`src/rtl/fp_compare_unit_if.sv`:
```
// Handshake bundle between the FP issue logic, the compare/min-max unit
// and the FP writeback arbiter. The unit is the slave; the issue and
// writeback side (or a testbench) is the master.
interface fp_compare_unit_if #(
    parameter int Size = 64
);
    logic            in_valid;
    logic            in_ready;
    logic [Size-1:0] operand_a;
    logic [Size-1:0] operand_b;
    logic [2:0]      op;
    logic            out_valid;
    logic            out_ready;
    logic [Size-1:0] result;
    logic            flag_nv;

    modport master (
        output in_valid,
        output operand_a,
        output operand_b,
        output op,
        output out_ready,
        input  in_ready,
        input  out_valid,
        input  result,
        input  flag_nv
    );

    modport slave (
        input  in_valid,
        input  operand_a,
        input  operand_b,
        input  op,
        input  out_ready,
        output in_ready,
        output out_valid,
        output result,
        output flag_nv
    );
endinterface

```
`src/rtl/fp_compare_unit.sv`:
```
// RISC-V F/D compare and min/max unit (FEQ, FLT, FLE, FMIN, FMAX).
// Two register stages:
//   S1 holds operands, op, comparator flags and NaN classes.
//   S2 holds the selected result and the invalid-operation flag.
// Size selects single (32) or double (64) precision; no other widths are
// meaningful because the exponent width is derived from it.
module fp_compare_unit #(
    parameter int Size = 64
) (
    input  logic             clock,
    input  logic             reset,
    fp_compare_unit_if.slave bus
);

    localparam int ExpW = (Size == 32) ? 8 : 11;
    localparam int ManW = Size - 1 - ExpW;

    localparam logic [2:0] OpFle  = 3'b000;
    localparam logic [2:0] OpFlt  = 3'b001;
    localparam logic [2:0] OpFeq  = 3'b010;
    localparam logic [2:0] OpFmin = 3'b011;
    localparam logic [2:0] OpFmax = 3'b100;

    // Quiet NaN with only the quiet bit set in the mantissa.
    localparam logic [Size-1:0] CanonNan = {1'b0, {ExpW{1'b1}}, 1'b1, {(ManW-1){1'b0}}};

    // ------------------------------------------------------------------
    // Operand field decode and NaN classification
    // ------------------------------------------------------------------
    logic            a_sign;
    logic            b_sign;
    logic [ExpW-1:0] a_exp;
    logic [ExpW-1:0] b_exp;
    logic [ManW-1:0] a_man;
    logic [ManW-1:0] b_man;
    logic            a_nan;
    logic            b_nan;
    logic            a_snan;
    logic            b_snan;

    assign a_sign = bus.operand_a[Size-1];
    assign b_sign = bus.operand_b[Size-1];
    assign a_exp  = bus.operand_a[Size-2 -: ExpW];
    assign b_exp  = bus.operand_b[Size-2 -: ExpW];
    assign a_man  = bus.operand_a[ManW-1:0];
    assign b_man  = bus.operand_b[ManW-1:0];

    assign a_nan  = (&a_exp) && (|a_man);
    assign b_nan  = (&b_exp) && (|b_man);
    assign a_snan = a_nan && !a_man[ManW-1];
    assign b_snan = b_nan && !b_man[ManW-1];

    // ------------------------------------------------------------------
    // Floating-point comparator (less / equal / greater / unordered)
    // ------------------------------------------------------------------
    logic [Size-2:0] a_mag;
    logic [Size-2:0] b_mag;
    logic            both_zero;
    logic            mag_lt;
    logic            mag_eq;
    logic            cmp_less;
    logic            cmp_equal;
    logic            cmp_greater;
    logic            cmp_unordered;

    assign a_mag     = bus.operand_a[Size-2:0];
    assign b_mag     = bus.operand_b[Size-2:0];
    assign both_zero = (a_mag == '0) && (b_mag == '0);
    assign mag_lt    = a_mag < b_mag;
    assign mag_eq    = a_mag == b_mag;

    // Sign-magnitude ordering; zeros of either sign are equal, NaNs are unordered.
    always_comb begin
        cmp_less      = 1'b0;
        cmp_equal     = 1'b0;
        cmp_greater   = 1'b0;
        cmp_unordered = a_nan || b_nan;
        if (cmp_unordered) begin
            cmp_less = 1'b0;
        end else if (both_zero) begin
            cmp_equal = 1'b1;
        end else if (a_sign != b_sign) begin
            cmp_less    = a_sign;
            cmp_greater = b_sign;
        end else if (mag_eq) begin
            cmp_equal = 1'b1;
        end else if (!a_sign) begin
            cmp_less    = mag_lt;
            cmp_greater = !mag_lt;
        end else begin
            cmp_less    = !mag_lt;
            cmp_greater = mag_lt;
        end
    end

    // ------------------------------------------------------------------
    // Pipeline handshake
    // ------------------------------------------------------------------
    logic s1_valid;
    logic s2_valid;
    logic s2_advance;
    logic s1_load;
    logic s2_load;

    assign s2_advance   = !s2_valid || bus.out_ready;
    assign bus.in_ready = !s1_valid || s2_advance;
    assign s1_load      = bus.in_valid && bus.in_ready;
    assign s2_load      = s1_valid && s2_advance;

    // Stage valid bits; reset drops everything in flight and masks in_valid.
    always_ff @(posedge clock) begin
        if (reset) begin
            s1_valid <= 1'b0;
            s2_valid <= 1'b0;
        end else begin
            if (bus.in_ready) begin
                s1_valid <= bus.in_valid;
            end
            if (s2_advance) begin
                s2_valid <= s1_valid;
            end
        end
    end

    // ------------------------------------------------------------------
    // Stage 1 registers
    // ------------------------------------------------------------------
    logic [Size-1:0] s1_a;
    logic [Size-1:0] s1_b;
    logic [2:0]      s1_op;
    logic            s1_less;
    logic            s1_equal;
    logic            s1_greater;
    logic            s1_unordered;
    logic            s1_a_nan;
    logic            s1_b_nan;
    logic            s1_a_snan;
    logic            s1_b_snan;

    // Capture operands and comparator flags when an operation is accepted.
    always_ff @(posedge clock) begin
        if (s1_load) begin
            s1_a         <= bus.operand_a;
            s1_b         <= bus.operand_b;
            s1_op        <= bus.op;
            s1_less      <= cmp_less;
            s1_equal     <= cmp_equal;
            s1_greater   <= cmp_greater;
            s1_unordered <= cmp_unordered;
            s1_a_nan     <= a_nan;
            s1_b_nan     <= b_nan;
            s1_a_snan    <= a_snan;
            s1_b_snan    <= b_snan;
        end
    end

    // ------------------------------------------------------------------
    // Result selection
    // ------------------------------------------------------------------
    logic [Size-1:0] sel_result;
    logic            sel_nv;
    logic            any_nan;
    logic            any_snan;
    logic            pick_a_min;
    logic            pick_a_max;

    assign any_nan  = s1_a_nan || s1_b_nan;
    assign any_snan = s1_a_snan || s1_b_snan;

    // On equality the sign bit breaks the tie so that -0 < +0; for any
    // other equal pair the encodings are identical and either pick is fine.
    assign pick_a_min = s1_less || (s1_equal && s1_a[Size-1]);
    assign pick_a_max = s1_greater || (s1_equal && !s1_a[Size-1]);

    // Build the write-back value and NV flag from the stage-1 flags.
    always_comb begin
        sel_result = '0;
        sel_nv     = 1'b0;
        case (s1_op)
            OpFle: begin
                sel_result[0] = (s1_less || s1_equal) && !s1_unordered;
                sel_nv        = any_nan;
            end
            OpFlt: begin
                sel_result[0] = s1_less && !s1_unordered;
                sel_nv        = any_nan;
            end
            OpFeq: begin
                sel_result[0] = s1_equal && !s1_unordered;
                sel_nv        = any_snan;
            end
            OpFmin, OpFmax: begin
                sel_nv = any_snan;
                if (s1_a_nan && s1_b_nan) begin
                    sel_result = CanonNan;
                end else if (s1_a_nan) begin
                    sel_result = s1_b;
                end else if (s1_b_nan) begin
                    sel_result = s1_a;
                end else if (s1_op == OpFmin) begin
                    sel_result = pick_a_min ? s1_a : s1_b;
                end else begin
                    sel_result = pick_a_max ? s1_a : s1_b;
                end
            end
            default: begin
                sel_result = '0;
                sel_nv     = 1'b0;
            end
        endcase
    end

    // ------------------------------------------------------------------
    // Stage 2 registers (output)
    // ------------------------------------------------------------------
    logic [Size-1:0] s2_result;
    logic            s2_nv;

    // Output register; holds while the consumer stalls.
    always_ff @(posedge clock) begin
        if (reset) begin
            s2_result <= '0;
            s2_nv     <= 1'b0;
        end else if (s2_load) begin
            s2_result <= sel_result;
            s2_nv     <= sel_nv;
        end
    end

    assign bus.out_valid = s2_valid;
    assign bus.result    = s2_result;
    assign bus.flag_nv   = s2_nv;

endmodule

```
`src/flat_wrapper.sv`:
```
// flat-port wrapper written by rule: the top's interface ports become plain ports
module fp_compare_unit_flat 
#(
    parameter int Size = 64
)
  (clock, reset, bus_in_valid, bus_operand_a, bus_operand_b, bus_op, bus_out_ready, bus_in_ready, bus_out_valid, bus_result, bus_flag_nv);
  fp_compare_unit_if #(.Size(Size)) bus_i ();
  input  logic clock;
  input  logic reset;
  input wire logic [$bits(bus_i.in_valid)-1:0] bus_in_valid;
  input wire logic [$bits(bus_i.operand_a)-1:0] bus_operand_a;
  input wire logic [$bits(bus_i.operand_b)-1:0] bus_operand_b;
  input wire logic [$bits(bus_i.op)-1:0] bus_op;
  input wire logic [$bits(bus_i.out_ready)-1:0] bus_out_ready;
  output wire logic [$bits(bus_i.in_ready)-1:0] bus_in_ready;
  output wire logic [$bits(bus_i.out_valid)-1:0] bus_out_valid;
  output wire logic [$bits(bus_i.result)-1:0] bus_result;
  output wire logic [$bits(bus_i.flag_nv)-1:0] bus_flag_nv;
  assign bus_i.in_valid = bus_in_valid;
  assign bus_i.operand_a = bus_operand_a;
  assign bus_i.operand_b = bus_operand_b;
  assign bus_i.op = bus_op;
  assign bus_i.out_ready = bus_out_ready;
  assign bus_in_ready = bus_i.in_ready;
  assign bus_out_valid = bus_i.out_valid;
  assign bus_result = bus_i.result;
  assign bus_flag_nv = bus_i.flag_nv;
  fp_compare_unit #(.Size(Size)) u_core (.clock(clock), .reset(reset), .bus(bus_i));
endmodule
```
`config.mk`:
```
export PLATFORM = sky130hd
export DESIGN_NAME = fp_compare_unit_flat
export DESIGN_NICKNAME = d
export VERILOG_FILES = /design/src/rtl/fp_compare_unit_if.sv /design/src/rtl/fp_compare_unit.sv /design/src/flat_wrapper.sv
export SDC_FILE = /design/constraint.sdc
export NUM_CORES = 1
export LEC_CHECK = 0
export ABC_AREA = 1
export ABC_CLOCK_PERIOD_IN_PS = 5250
export BUFFER_PORTS_ARGS = -buffer_cell sky130_fd_sc_hd__buf_2
export CORE_ASPECT_RATIO = 2
export CORE_MARGIN = 2
export CORE_UTILIZATION = 55
export CTS_BUF_LIST = sky130_fd_sc_hd__clkbuf_8
export CTS_CLUSTER_SIZE = 8
export DETAILED_ROUTE_END_ITERATION = 6
export HOLD_SLACK_MARGIN = 0.03
export PLACE_DENSITY_LB_ADDON = 0.05
export SLEW_MARGIN = 40
export SYNTH_ARGS = -nofsm -noshare
export SYNTH_HDL_FRONTEND = slang
export SYNTH_SLANG_ARGS = --single-unit
```
`constraint.sdc`:
```
create_clock -name clock -period 5.25 [get_ports clock]
set_input_delay 0.525 -clock clock [delete_from_list [all_inputs] [get_ports clock]]
set_output_delay 0.525 -clock clock [all_outputs]
set_load 0.01 [all_outputs]
```
# Yosys cells after proc, flatten, opt, wreduce, memory -nomap -nowiden
# Cells that the tools add are included.
# totals
mem_bits_rw	0
register_bits	206
latch_bits	0
memories	0
word_cells	79
mem_bits_ro	0
in_bits	135
output_inout_bits	67
# classes
n_div	0
muxes	18
multipliers	0
n_reduce_logical	39
n_lt_le_gt_ge	1
n_eq_ne	6
n_addsub	0
n_shift	0
n_bitwise	0
# op_table
op	count
64-bit two-way mux	6
63-bit logical NOT	2
52-bit OR reduction	2
63-bit equality test	1
63-bit < comparator	1
63-bit two-way mux	1
11-bit AND reduction	2
1-bit logical AND	13
1-bit two-way mux	9
1-bit logical OR	8
1-bit logical NOT	7
3-bit by 2-bit equality test with 1-bit output, second input constant	2
2-bit OR reduction	3
1-bit case mux with 4 select lines	1
3-bit by 1-bit equality test with 1-bit output, second input constant	1
3-bit equality test, second input constant	1
3-bit logical NOT	1
3-bit OR reduction	1
1-bit case mux with 2 select lines	1
1-bit inequality test	1

# Longest topological paths before layout
# depth
word_depth	9
ltp_mapped	16
ltp_nobuf	16

# Least setup slack after synthesis
# No wires, ideal clock.
# synth_path
kind	input to register
start	input port bus_out_ready
end	register u_core.s1_a[0], enable pin
setup_time_ps	492
arrival_ps	3490
n_path_buf	0
path_slack_ps	1268
t_required_ps	4758
path_stages	4
path_cell_list	inv_1 > nand3_1 > nand2_1 > inv_1
# synth_between
elab_chain_len	3
# synth_rtl
item	line	text
from (decl)	flat_wrapper.sv:14	input wire logic [$bits(bus_i.out_ready)-1:0] bus_out_ready;
1-bit logical OR	fp_compare_unit.sv:105	assign s2_advance = !s2_valid || bus.out_ready;
1-bit logical OR	fp_compare_unit.sv:106	assign bus.in_ready = !s1_valid || s2_advance;
via bus_in_ready	flat_wrapper.sv:15	output wire logic [$bits(bus_i.in_ready)-1:0] bus_in_ready;
1-bit logical AND	fp_compare_unit.sv:107	assign s1_load = bus.in_valid && bus.in_ready;
via u_core.s1_load	fp_compare_unit.sv:102	logic s1_load;
to (signal assigned)	fp_compare_unit.sv:143	s1_a <= bus.operand_a;
to (decl)	fp_compare_unit.sv:128	logic [Size-1:0] s1_a;
# The timed path passes the listed nets, and every way through them passes these cells.
# A chain may end at the register's enable or synchronous reset.

# Worst setup path in the final report
# layout_path
start	register u_core.s2_valid, in the netlist u_core.bus.out_valid
end	register u_core.s2_result[50], in the netlist u_core.bus.result[50]
# layout_between
elab_chain_len	3
# layout_rtl
item	line	text
from (decl)	fp_compare_unit.sv:100	logic s2_valid;
from (signal assigned)	fp_compare_unit.sv:120	s2_valid <= s1_valid;
1-bit logical NOT	fp_compare_unit.sv:105	
1-bit logical OR	fp_compare_unit.sv:105	
1-bit logical AND	fp_compare_unit.sv:108	assign s2_load = s1_valid && s2_advance;
to (signal assigned)	fp_compare_unit.sv:225	s2_result <= sel_result;
to (decl)	fp_compare_unit.sv:216	logic [Size-1:0] s2_result;
# No other way between the ends.

==> results.md <==
- Power density over the cells: between 300 and 400 nW/µm²
- Routed vias: between 7k and 8k
- Area Overhead vs Synth: 17.8%
- Die ar.: approximately 19,000 µm²
- Setup TNS: 0 ns
- Mapped Avg Cell Area: 9.91 µm²
- Initial antenna violation count: 1
- Final setup violating endpoints: 0
- Total track usage: 25.0%
- Leakage: approximately 5 nW
- Synth cell types: 36
- WL/cell: about 17 µm
- Site row count: 68
- Synth warn: 0
- Min-Delay Startpoint: bus_op[0]
- Clk slew on worst S/H paths: 0.06 ns
- Hold depth: 1
- Min cycle time layout: 2.43 ns
- Die Span X: ~98 µm
- Initial Utilization: 56.2%
- CTS Buf Count: 31
- Starting DRT DRC Count: between 200 and 300
- Worst Setup SP: u_core.bus.out_valid$_SDFFE_PP0P_
- Pin count of the biggest net entering global routing: 76
- Fmax: approximately 410 MHz
- Post-CTS setup buffer count: 0
- Tightest Pin Transition: 0.855 ns
- Worst r2r src: u_core.bus.out_valid$_SDFFE_PP0P_
- Routability cong.: roughly 0.86
- Layout cells sized above 1: between 20% and 30%
- Status: completed
- RR Endpoint: u_core.bus.result[50]$_SDFFE_PP0P_
- Worst setup EP type: flip-flop
- Crit-path slowest cell: nor2_4
- Most frequent cells in the layout: nand2_1, buf_2, edfxtp_1, inv_1, a21oi_1
- Top_reg_cell synth: edfxtp_1
- N_diodes: 0
- Final hold slack: approximately 0.14 ns
- R2r setup slk: ~2.8 ns
- Seq cells post-synth: ~210
- Number of H-tree levels: 1
- Post-route ant nets: 0
- Min-delay worst type: primary input to flip-flop
- Final Cycle Share: a little under half
- Largest vdd supply drop: between 0.0002 and 0.0003 V
- Worst EP required: 5.72 ns
- Die height: 192 µm
- CTS max path bufs: 3
- Fin. Hold Viols: 0
- Worst-Skew Late Latency: around 0.55 ns
- Worst Setup Start Kind: flip-flop
- Post-Synthesis Cells: 980
- Slew Viols, Final: 0
- Layout Skew: between 0.015 and 0.02 ns
- Seq/Total Area, Yosys: a little under three fifths
- Clock Tree Root: clkbuf_8
- Port bufs: ~200
- Cell Chain, Critical Path: nand2_1, nand2_2, buf_4, inv_2, nand2_1, nor2_4, buf_16, buf_4, o21a_1, o21ai_1, a21oi_1
- Slew margin rel.: a little over two fifths
- Via count of the first global-routing pass: around 7.5k
- Nets: 1,385
- Post-synth ARST share: 0%
- Ports: just over 200
- Max-cap violations: 0
- CTS tree: built
- Commonest non-fill, non-tap cell in the layout: nand2_1
- Post_cts resized: 0
- Post-synthesis cell area: roughly 9700 µm²
- CP arrival: slightly below 3 ns
- First-pass GRT wire length: about 37,000 µm
- CTS Hold Bufs: 0
- Overall routed net length: 24,000 µm
- DRC Markers: 0
- Placed wire-length estimate: ~18,000 µm
- Crit Path Max Fanout: between 60 and 70
- Total gr overflow: 0
- Hold endpoint: u_core.s1_op[0]$_DFFE_PP_
- Syn nets: between 1k and 1.5k
- Sinks on Clock Net: between 200 and 250
- Avg Vias per Cell: approximately 5.3
- 1st-pass router iterations: 5
- WS Path Type: flip-flop to flip-flop
- CP max stage delay: between 0.4 and 0.5 ns
- Post-synth EDFFs: roughly 140
- Reg2Reg Depth: 11
- Unrepaired setup endpoints after global routing: no
- Core ar.: approximately 17,000 µm²
## layout make-up
| type | instances | area [µm²] |
|---|---|---|
| flip-flops and latches | 206 | 5520 |
| multi-input cells | 639 | 3620 |
| repair buffers | 206 | 1080 |
| clock buffers | 33 | 454 |
| inverters | 103 | 397 |
| fillers | 1505 | 5830 |
| well taps | 210 | 263 |
| clock inverters | 24 | 118 |
## metal layers
layer	track usage, %	vias up	routed length, µm
met3	3.57	48	1230
li1	-	3822	-
met1	25.4	3519	8290
met5	0	-	0
met2	50.6	201	13800
met4	8.76	0	718
## state kept, by name, indices dropped and copies added (netlist names), 3 cells and up
register           flops
u_core.bus.result     64
u_core.s1_a           64
u_core.s1_b           64
u_core.s1_op           3
## report_power, final
part	total, mW	internal [mW]	switching (mW)
registers	1.84	1.82	0.0246
clock network	1.21	0.624	0.591
logic	0.384	0.131	0.252
## stage by stage
| stage | util, % | instance area [µm²] | power [mW] | worst slack [ns] | cells |
|---|---|---|---|---|---|
| 2_1_floorplan | - | 9710 | 2.10 | 1.27 | 980 |
| 3_3_place_gp | 62.8 | 10800 | 2.25 | 2.37 | 1363 |
| 3_5_place_dp | 62.9 | 10900 | 2.26 | 2.48 | 1364 |
| 4_1_cts | 66.2 | 11400 | 3.47 | 2.77 | 1421 |
| 5_1_grt | 66.3 | 11400 | 3.58 | 2.60 | 1421 |
| 6_report | 66.3 | 11400 | 3.44 | 2.82 | 1421 |
## how the worst max path moves through the flow
stage               slack [ns]  cells after the start                                  to
floorplan                 1.27                      4            u_core.s1_a[0]$_DFFE_PP_
finish                    2.82                     11  u_core.bus.result[50]$_SDFFE_PP0P_
global route              2.60                     11  u_core.bus.result[44]$_SDFFE_PP0P_
CTS                       2.77                     11  u_core.bus.result[35]$_SDFFE_PP0P_
global placement          2.37                     12  u_core.bus.result[38]$_SDFFE_PP0P_
detailed placement        2.48                     13  u_core.bus.result[39]$_SDFFE_PP0P_
## cell usage after synthesis, types with 6 or more instances
cell type	instances	area [µm²]
o21a_1	53	398
nand2_1	210	788
nor2_1	59	221
buf_2	12	60.1
o21ai_1	52	260
buf_6	6	67.6
o21ai_0	12	60.1
nand3_1	22	110
a21oi_2	6	52.6
nor3_1	7	35.0
dfxtp_1	67	1340
clkbuf_1	13	48.8
nand4_1	29	181
nor4_1	18	113
inv_1	100	375
edfxtp_1	139	4170
a21oi_1	89	445
ha_1	63	788
## worst max-delay path, delay by kind of cell, from the launching register on
family / cells / cell delay, ns
DFF: 1 / 0.32
AOI/OAI and AO/OA: 3 / 0.34
buffers and inverters: 4 / 0.97
and+or+nand+nor: 4 / 0.66
## cell families (layout without fill, tap and decap cells)
kind of cell    after synthesis  after routing  share of synthesized area [%]
compound gates              220            220                           13.2
fa+ha+maj                    63             63                           8.12
buf+inv                     135            366                           6.00
flops                       206            206                           56.8
simple gates                356            356                           15.9
Note: power is estimated with default switching activity, not from simulation.
